===== src/rtl/serial_subtractor.sv =====
// Bit-serial unsigned subtractor: one full-subtractor cell plus a borrow flop
// walks the operands LSB first and publishes a - b after WIDTH clocks.
module serial_subtractor_fs_cell (
  input  logic x_i,
  input  logic y_i,
  input  logic bin_i,
  output logic d_o,
  output logic bout_o
);
  assign d_o    = x_i ^ y_i ^ bin_i;
  assign bout_o = (~x_i & y_i) | (~(x_i ^ y_i) & bin_i);
endmodule

module serial_subtractor #(
  parameter int WIDTH = 8
) (
  input  logic             clk,
  input  logic             rst_n,
  input  logic             start,
  input  logic [WIDTH-1:0] a,
  input  logic [WIDTH-1:0] b,
  output logic             busy,
  output logic             done,
  output logic [WIDTH-1:0] diff,
  output logic             borrow
);
  localparam int CW = $clog2(WIDTH);

  typedef enum logic [1:0] {IDLE, RUN, DONE} state_e;

  state_e           state_q, state_d;
  logic [WIDTH-1:0] sa_q, sa_d, sb_q, sb_d, res_q, res_d, diff_q, diff_d;
  logic [CW-1:0]    cnt_q, cnt_d;
  logic             bff_q, bff_d, borrow_q, borrow_d;
  logic             d_bit, bout_bit;

  serial_subtractor_fs_cell u_cell (
    .x_i   (sa_q[0]),
    .y_i   (sb_q[0]),
    .bin_i (bff_q),
    .d_o   (d_bit),
    .bout_o(bout_bit)
  );

  always_comb begin
    state_d  = state_q;
    sa_d     = sa_q;
    sb_d     = sb_q;
    res_d    = res_q;
    cnt_d    = cnt_q;
    bff_d    = bff_q;
    diff_d   = diff_q;
    borrow_d = borrow_q;
    case (state_q)
      IDLE: if (start) begin
        sa_d    = a;
        sb_d    = b;
        bff_d   = 1'b0;
        cnt_d   = '0;
        res_d   = '0;
        state_d = RUN;
      end
      RUN: begin
        res_d = {d_bit, res_q[WIDTH-1:1]};
        sa_d  = sa_q >> 1;
        sb_d  = sb_q >> 1;
        bff_d = bout_bit;
        cnt_d = cnt_q + CW'(1);
        // Only the completed word is ever published; partial bits stay internal.
        if (cnt_q == CW'(WIDTH-1)) begin
          diff_d   = {d_bit, res_q[WIDTH-1:1]};
          borrow_d = bout_bit;
          state_d  = DONE;
        end
      end
      DONE:    state_d = IDLE;
      default: state_d = IDLE;
    endcase
  end

  always_ff @(posedge clk or negedge rst_n) begin
    if (!rst_n) begin
      state_q  <= IDLE;
      sa_q     <= '0;
      sb_q     <= '0;
      res_q    <= '0;
      cnt_q    <= '0;
      bff_q    <= 1'b0;
      diff_q   <= '0;
      borrow_q <= 1'b0;
    end else begin
      state_q  <= state_d;
      sa_q     <= sa_d;
      sb_q     <= sb_d;
      res_q    <= res_d;
      cnt_q    <= cnt_d;
      bff_q    <= bff_d;
      diff_q   <= diff_d;
      borrow_q <= borrow_d;
    end
  end

  assign busy   = (state_q == RUN);
  assign done   = (state_q == DONE);
  assign diff   = diff_q;
  assign borrow = borrow_q;
endmodule

===== config.mk =====
export PLATFORM = sky130hd
export DESIGN_NAME = serial_subtractor
export DESIGN_NICKNAME = d
export VERILOG_FILES = /design/src/rtl/serial_subtractor.sv
export SDC_FILE = /design/constraint.sdc
export NUM_CORES = 1
export LEC_CHECK = 0
export ABC_AREA = 0
export BUFFER_PORTS_ARGS = -buffer_cell sky130_fd_sc_hd__buf_2
export CAP_MARGIN = 20
export CORE_MARGIN = 2
export CORE_UTILIZATION = 30
export CTS_CLUSTER_DIAMETER = 100
export CTS_CLUSTER_SIZE = 14
export DETAILED_ROUTE_END_ITERATION = 16
export PLACE_DENSITY_LB_ADDON = 0.12
export SYNTH_ARGS = -nofsm -noshare
export SYNTH_HDL_FRONTEND = slang
export SYNTH_SLANG_ARGS = --single-unit

===== constraint.sdc =====
create_clock -name clk -period 2.5 [get_ports clk]
set_input_delay 0.5 -clock clk [delete_from_list [all_inputs] [get_ports clk]]
set_output_delay 0.5 -clock clk [all_outputs]
set_load 0.03 [all_outputs]

==> results.cfg, run 1 <==
[placed_design]
io_buffers = 29
gp_congestion = 0.747
dp_hpwl_microns = 2270

[cts]
cts_buffers = 5
cts_max_level = 2
cts_resized = 0
postCtsSetupBuffers = 0
cts_tree = done
clock-sinks = 38
clk_pin_slew_ns = 0.08
clk_latency_ns = 0.29
clockBufferDepth = 2
hold_buffers = 0
cts_root_buf = clkbuf_8

[sta]
fmax_mhz = 537
whs_ns = 0.309
fin_skew_ns = 0.00724
max_slew_margin = 0.430
fin_tns_setup_ns = 0
finalCritPeriodShare = 0.745
rsz0062_at_grt = no
hold_viol = 0
maxSlewViolCount = 0
fin_crit_ns = 1.86
worstMarginPinSlew_ns = 0.855
setup_violations = 0

[synth]
synth_cells = 136
syn_nets = 158
yosysWarnings = 0
synth_area_per_cell_sq_um = 11.9
synth_seq_cells = 38
ys_seq_area_frac = 0.587
synth_cell_types = 22
synth_area_sq_um = 1620

[drt]
remaining_drc_errors = 0
wl_per_cell_microns = 14.4
wirelength_microns = 3390
detail-route-antenna-nets = 0
vias = 1171
vias_per_cell = 4.98
dr.pass1.iters = 4
drtIter0Drc = 52

[worst_setup_path]
cp-start-kind = flip-flop
r2r_cells = 4
cp_max_fo = 15
cp_data_required_time_ns = 2.00
cp_data_arrival_time_ns = 1.36
r2r-end = diff[4]$_DFFE_PN0P_
cp_slowest_cell = dfrtp_1
reg2reg_from = cnt_q[0]$_DFFE_PN0P_
path_class = flip-flop to output pin
worst-r2r-setup-slack_ns = 1.03
crit_chain = inv_1, nor2_1, buf_2
critPathMaxStageDelay_ns = 0.45
cp-end-kind = output pin

[floorplan]
die_h_microns = 77.5
die_w_microns = 77.5
row_count = 26
io_pins = 30
start_util = 0.313
core_area_sq_um = 5170
dieArea_sq_um = 6000

[power]
power_density_nw_per_um2 = 1300
cellLeakagePower_nw = 0.878
vdd_drop_max_mv = 0.434

[flow_run]
cap_violations = 0

[layout]
mostFrequentLayoutCell = dfrtp_1
mostFrequentLayoutCells = dfrtp_1, buf_2, o22ai_1
antenna_cells = 0
area_delta_synth_final_pct = 16.7
drive_gt1_frac = 0.297
final_net_count = 186

[global_route]
grt_antenna_before_repair = 0
grt_max_degree = 39
grt_pass1_wl_microns = 6030
grt_usage = 0.126
grt_pass1_vias = 1210
grt-ovfl-total = 0

[min_path]
hold_class = primary input to async pin

[status]
status = completed
==> power breakdown <==
group | leakage [nW] | internal (mW) | switching (mW) | total [mW]
sequential | 0.469 | 0.890 | 0.202 | 1.09
combinational | 0.362 | 0.404 | 0.524 | 0.928
clock | 0.0472 | 0.222 | 0.215 | 0.436
total | 0.878 | 1.51 | 0.941 | 2.46
==> area by class of cell <==
class,instances,area (sq um)
Multi-Input combinational cell,82,574
Fill cell,527,3280
Tap cell,70,87.6
Timing Repair Buffer,31,160
Clock buffer,6,82.6
Clock inverter,2,12.5
Sequential cell,38,951
Inverter,6,22.5
==> registers in the layout, summed over array words and instances, names as in the netlist <==
name / count
state_q: 2
cnt_q: 3
borrow: 1
sb_q: 8
diff: 8
bff_q: 1
sa_q: 8
res_q: 7
==> how the worst max path moves through the flow <==
stage / from / cells past startpoint / endpoint / slack (ns)
floorplan: state_q[1]$_DFFE_PN0P_ / 3 / done / 0.92
CTS: state_q[1]$_DFFE_PN0P_ / 3 / done / 0.62
detailed placement: state_q[1]$_DFFE_PN0P_ / 3 / done / 0.95
finish: state_q[1]$_DFFE_PN0P_ / 3 / done / 0.64
global placement: state_q[1]$_DFFE_PN0P_ / 3 / done / 0.95
global route: state_q[1]$_DFFE_PN0P_ / 3 / done / 0.51
==> layer usage <==
metal	vias to the layer above	share of wire	routed length [microns]	global-route usage
met2	29	0.47	1600	0.198
met3	6	0.048	163	0.0419
met1	576	0.47	1580	0.165
met4	0	0.014	46	0.0375
met5	-	0	0	0
li1	560	-	-	-
==> cell families after synthesis <==
family,share of synthesized area
AO/OA/AOI/OAI,0.229
flip-flops,0.587
buffers and inverters,0.0587
AND/OR/NAND/NOR,0.0417
multiplexers,0.0556
adder cells (fa/ha/maj),0.0278
==> synthesized netlist by cell type (all sizes together) <==
cell type / number / area share
inv: 6 / 0.014
nand2: 5 / 0.012
nand3b: 1 / 0.012
nor2: 2 / 0.0046
buf: 8 / 0.040
a21oi: 15 / 0.046
o22ai: 28 / 0.11
o21bai: 1 / 0.0046
clkbuf: 2 / 0.0046
ha: 2 / 0.015
nand2b: 2 / 0.0093
o21ai: 7 / 0.022
mux2: 8 / 0.056
dfrtp: 38 / 0.59
a22o: 9 / 0.049
nor2b: 1 / 0.0039
fa: 1 / 0.012
==> per-stage QoR <==
step,instance area (sq um),std cells,util,power (mW),setup slack (ns)
after floorplan,1620,136,-,1.80,0.919
after global placement,1800,227,0.347,2.02,0.952
after detailed placement,1800,227,0.347,2.05,0.952
after CTS,1890,235,0.366,2.50,0.616
after global routing,1890,235,0.366,2.68,0.507
final,1890,235,0.366,2.46,0.638
==> critical path, delay by kind of cell, from the launching register on <==
family / cells / cell delay (ns)
AND/OR/NAND/NOR: 1 / 0.07
flip-flops: 1 / 0.45
buffers and inverters: 2 / 0.56
(Power assumes the default switching activity.)
==> inputs of run 2 (changes only) <==
--- a/config.mk
+++ b/config.mk
@@ -5,7 +5,7 @@
 export SDC_FILE = /design/constraint.sdc
 export NUM_CORES = 1
 export LEC_CHECK = 0
-export ABC_AREA = 0
+export ABC_AREA = 1
 export BUFFER_PORTS_ARGS = -buffer_cell sky130_fd_sc_hd__buf_2
 export CAP_MARGIN = 20
 export CORE_MARGIN = 2
==> constraint.sdc (replaced) <==
create_clock -name clk -period 1.55 [get_ports clk]
set_input_delay 0.31 -clock clk [delete_from_list [all_inputs] [get_ports clk]]
set_output_delay 0.31 -clock clk [all_outputs]
set_load 0.03 [all_outputs]
==> results.cfg, run 2 <==
[synth]
synth-compound-area-share = 0.0812
ys_seq_area_frac = 0.523
synth-simple-area-share = 0.250
yosysTopAreaCell = dfrtp_1
synth_edf_count = 0
synth_area_sq_um = 1820
synth_top_area_share = 0.523
synth_xor_area_frac = 0
yosysMostFrequentCell = nand2_1
synth_cells = 213
synth_area_per_cell_sq_um = 8.54
synth_cell_types = 21
synth_top_family_by_area = simple AND/OR/NAND/NOR gates
synth_flop_cell = dfrtp_1
async_flop_share = 1.00
synth_seq_cells = 38
synth_top_cells_by_count = nand2_1, dfrtp_1, inv_1
synth_fa_ha_area_frac = 0.0248
yosysWarnings = 0
synthTopCellsByArea = dfrtp_1, nand2_1, inv_1
syn_nets = 235
muxShareOfSynthArea = 0

[worst_setup_path]
cp_data_required_time_ns = 1.24
cp_max_fo = 5
cpMostUsedCell = buf_4
crit_chain = buf_4, nor2_1, buf_4
r2r_cells = 6
reg2reg_from = cnt_q[0]$_DFFE_PN0P_
cp-end-kind = output pin
critPathMaxStageDelay_ns = 0.42
cp_data_arrival_time_ns = 1.15
critPathBufInv = 2
r2r-end = diff[7]$_DFFE_PN0P_
critical_path.top_delay_family = flip-flops
cp-start-kind = flip-flop
path_class = flip-flop to output pin
cp-startpoint = state_q[0]$_DFFE_PN0P_
cp_slowest_cell = dfrtp_2
worst-r2r-setup-slack_ns = 0.16

[cts]
cts_buffers = 5
cts_max_level = 2
clockBufferDepth = 2
clk_latency_ns = 0.29
clock-sinks = 38
clk_pin_slew_ns = 0.07
cts_tree = done
cts_root_buf = clkbuf_8

[floorplan]
die_h_microns = 81.8
io_pins = 30
core_area_sq_um = 5890
start_util = 0.309
row_count = 28
dieArea_sq_um = 6700
die_w_microns = 81.8

[global_route]
grt_max_degree = 19
grt_pass1_vias = 1410
grt-ovfl-total = 0
grt_antenna_before_repair = 0
grt_pass1_wl_microns = 6520
grt_usage = 0.129

[placed_design]
dpl_worst_slack_ns = 0.139
dp_hpwl_microns = 2700
placed_cells = 319
gp_congestion = 0.690
io_buffers = 29

[min_path]
hold_class = primary input to flip-flop
hold_end = sa_q[7]$_DFFE_PN0P_
min_from = a[7]
hold_depth = 3

[drt]
remaining_drc_errors = 0
detail-route-antenna-nets = 0
dr.pass1.iters = 4
vias_per_cell = 4.27
vias = 1418
wirelength_microns = 3820
drtIter0Drc = 90
wl_per_cell_microns = 11.5

[layout]
area_delta_synth_final_pct = 24.5
antenna_cells = 0
num-fill-cells = 630
drive_gt1_frac = 0.268
stdcell_count = 332
mostFrequentLayoutCell = nand2_1
mostFrequentLayoutCells = nand2_1, dfrtp_1, inv_1
final_net_count = 278

[power]
power_density_nw_per_um2 = 2180
vdd_drop_max_mv = 0.666
cellLeakagePower_nw = 1.23

[sta]
finalCritPeriodShare = 0.940
rsz0062_at_grt = no
hold_viol = 0
fin_crit_ns = 1.46
worstMarginPinSlew_ns = 0.447
setup_ws_ns = 0.0926
fin_skew_ns = 0.00557
max_slew_margin = 0.702
fmax_mhz = 686
maxSlewViolCount = 0
fin_tns_setup_ns = 0
setup_violations = 0

[status]
status = completed

[flow_run]
cap_violations = 0
==> run 2: worst min-delay path, delay by kind of cell <==
family                 cells  cell delay (ns)
buffers and inverters      1             0.07
and+or+nand+nor            1             0.04
AOI/OAI and AO/OA          1             0.06
==> run 2: report_power, final <==
group,internal [mW],total (mW),switching (mW)
clock network,0.687,1.05,0.361
logic,0.838,2.18,1.34
registers,1.47,1.70,0.233
==> run 2: layout make-up <==
cell class	instances	area [sq um]	area share
Timing Repair Buffer	45	285	0.126
Sequential cell	38	952	0.421
Tap cell	75	93.8	0.0415
Clock buffer	6	82.6	0.0365
Multi-Input combinational cell	128	647	0.286
Clock inverter	2	60.1	0.0265
Inverter	38	143	0.0630
==> run 2: kinds of logic after synthesis <==
kind of cell | after synthesis
compound gates | 21
fa+ha+maj | 3
buf+inv | 47
flops | 38
simple gates | 104
==> run 2: what timing repair did <==
action / 4_1_cts / 5_1_grt
setup endpoints to repair: 2 / 2
hold endpoints to repair: 16 / 0
buffers inserted: 0 / 4
hold buffers: 1 / 0
pin swaps: 0 / 1
gates resized for setup: 3 / 0
==> run 2: per-stage QoR <==
step / power (mW) / hold WS (ns) / instance area [sq um] / utilization
final: 4.93 / 0.229 / 2260 / 0.385
after floorplan: 3.31 / 0.0144 / 1820 / -
after global placement: 3.83 / 0.289 / 2070 / 0.352
after detailed placement: 3.84 / 0.284 / 2070 / 0.352
after CTS: 4.93 / 0.225 / 2230 / 0.379
after global routing: 5.38 / 0.262 / 2260 / 0.385
==> run 2: how the worst max path moves through the flow <==
stage	end	slack (ns)	cells after the start
6_report	done	0.09	3
5_1_grt	done	0.03	3
4_1_cts	done	0.02	3
3_5_place_dp	diff[7]$_DFFE_PN0P_	0.14	6
3_3_place_gp	diff[7]$_DFFE_PN0P_	0.13	6
2_1_floorplan	done	0.16	3
==> run 2: layer usage <==
layer,up-vias,part of all wire,track usage
met5,-,0,0
met4,0,0.019,0.0550
met3,8,0.039,0.0319
met2,23,0.46,0.214
met1,653,0.49,0.160
li1,734,-,-
==> inputs of run 3 (changes only) <==
--- a/config.mk
+++ b/config.mk
@@ -6,14 +6,15 @@
 export NUM_CORES = 1
 export LEC_CHECK = 0
 export ABC_AREA = 1
-export BUFFER_PORTS_ARGS = -buffer_cell sky130_fd_sc_hd__buf_2
 export CAP_MARGIN = 20
 export CORE_MARGIN = 2
 export CORE_UTILIZATION = 30
 export CTS_CLUSTER_DIAMETER = 100
 export CTS_CLUSTER_SIZE = 14
 export DETAILED_ROUTE_END_ITERATION = 16
-export PLACE_DENSITY_LB_ADDON = 0.12
+export DONT_BUFFER_PORTS = 1
+export PLACE_DENSITY_LB_ADDON = 0.2
 export SYNTH_ARGS = -nofsm -noshare
 export SYNTH_HDL_FRONTEND = slang
+export SYNTH_HIERARCHICAL = 1
 export SYNTH_SLANG_ARGS = --single-unit
==> results.cfg, run 3 <==
[sta]
hold_viol = 0
whs_ns = 0.143
fin_tns_setup_ns = 0
setup_ws_ns = 0.0786
fmax_mhz = 680
maxSlewViolCount = 0
fin_crit_ns = 1.47
setup_violations = 0
fin_skew_ns = 0.00459
rsz0062_at_grt = no
worstMarginPinSlew_ns = 0.320
finalCritPeriodShare = 0.949
max_slew_margin = 0.787

[min_path]
hold_depth = 2
hold_class = primary input to flip-flop

[drt]
dr.pass1.iters = 4
wirelength_microns = 3630
wl_per_cell_microns = 12.0
vias = 1334
remaining_drc_errors = 0
detail-route-antenna-nets = 0
vias_per_cell = 4.40
drtIter0Drc = 79

[worst_setup_path]
r2r_cells = 6
cp_data_arrival_time_ns = 1.16
cp_data_required_time_ns = 1.24
path_class = flip-flop to output pin
cp_max_fo = 6
cp-start-kind = flip-flop
cp-end-kind = output pin

[cts]
clockBufferDepth = 2
cts_tree = done
cts_buffers = 5
clk_pin_slew_ns = 0.07
cts_root_buf = clkbuf_8
cts_max_level = 2
clock-sinks = 38
clk_latency_ns = 0.28

[global_route]
grt-ovfl-total = 0
grt_pass1_vias = 1351
grt_pass1_wl_microns = 6520
grt_usage = 0.118
grt_max_degree = 39
grt_antenna_before_repair = 0

[synth]
synth_flop_cell = dfrtp_1
synth_cell_types = 21
async_flop_share = 1.00
ys_seq_area_frac = 0.509
synth_area_sq_um = 1870
synthTopCellsByArea = dfrtp_1, nand2_1, nand3_1
synth_area_per_cell_sq_um = 8.65
syn_nets = 238
yosysTopAreaCell = dfrtp_1
synth_top_cells_by_count = nand2_1, dfrtp_1, inv_1
synth_top_area_share = 0.509
yosysMostFrequentCell = nand2_1
yosysWarnings = 6
synth_edf_count = 0
synth_cells = 216
synth_seq_cells = 38

[placed_design]
gp_congestion = 0.716
io_buffers = 0
dp_hpwl_microns = 2380
dpl_worst_slack_ns = 0.192

[layout]
num-fill-cells = 638
final_net_count = 249
area_delta_synth_final_pct = 12.9
mostFrequentLayoutCell = nand2_1
antenna_cells = 0
drive_gt1_frac = 0.189
mostFrequentLayoutCells = nand2_1, inv_1, dfrtp_1

[power]
power_density_nw_per_um2 = 2080
cellLeakagePower_nw = 1.13
total_power_mw = 4.38
vdd_drop_max_mv = 0.498

[floorplan]
dieArea_sq_um = 6870
start_util = 0.314
core_area_sq_um = 5960
io_pins = 30
die_h_microns = 82.9
row_count = 28
die_w_microns = 82.9

[flow_run]
cap_violations = 0

[status]
status = completed
-- run 3: changes by cell type after synthesis, sizes merged --
cell	delta
buf	-1
nand4	-1
nand3	+3
a21oi	+1
nor2	+1
o21ai	-4
o22ai	-1
inv	+1
clkbuf	+1
nand2	+3
-- run 3: layout make-up --
class / count / area [sq um] / area share
inverters: 39 / 154 / 0.0730
repair buffers: 13 / 138 / 0.0652
flip-flops and latches: 38 / 953 / 0.452
clock inverters: 1 / 5.00 / 0.00237
well taps: 75 / 93.8 / 0.0445
multi-input cells: 130 / 679 / 0.322
clock buffers: 7 / 86.3 / 0.0409
-- run 3: worst max-delay path: stages (launching register included) --
cell,delay (ns)
dfrtp_2,0.44
buf_4,0.17
nor2_1,0.11
buf_4,0.17
-- run 3: routing by layer --
metal / GRT usage / wire length [microns] / vias up
li1: - / - / 676
met1: 0.158 / 1850 / 638
met2: 0.178 / 1610 / 18
met3: 0.0348 / 123 / 2
met4: 0.0492 / 41 / 0
met5: 0 / 0 / -
-- run 3: cell families after synthesis --
group,count (synthesis),synth area share
simple gates,110,0.266
buf+inv,48,0.127
flops,38,0.509
compound gates,17,0.0737
fa+ha+maj,3,0.0241
-- run 3: report_power, final --
part           internal [mW]  leakage, nW  switching, mW
sequential              1.43        0.473          0.460
clock                  0.359       0.0482          0.337
combinational          0.739        0.609           1.05
total                   2.53         1.13           1.85
-- run 3: what timing repair did --
action | CTS | global route
hold buffers | 2 | 0
endpoints found under the hold margin | 38 | 0
setup endpoints to repair | 2 | 2
gates resized for setup | 1 | 1
buffers inserted | 0 | 4
pin swaps | 0 | 1
-- run 3: worst paths after layout --
kind	startpoint	endpoint	slack (ns)
max in group asynchronous	rst_n	state_q[1]$_DFFE_PN0P_	0.87
min in group asynchronous	rst_n	sb_q[5]$_DFFE_PN0P_	0.48
max	state_q[0]$_DFFE_PN0P_	done	0.08
min reg2reg	bff_q$_DFFE_PN0P_	bff_q$_DFFE_PN0P_	0.47
min	a[7]	sa_q[7]$_DFFE_PN0P_	0.14
max reg2reg	cnt_q[0]$_DFFE_PN0P_	diff[7]$_DFFE_PN0P_	0.19
-- run 3: per-stage QoR --
stage	util	instances	cell area, sq um
2_1_floorplan	-	216	1870
3_3_place_gp	0.328	289	1960
3_5_place_dp	0.328	289	1960
4_1_cts	0.349	299	2080
5_1_grt	0.354	303	2110
6_report	0.354	303	2110
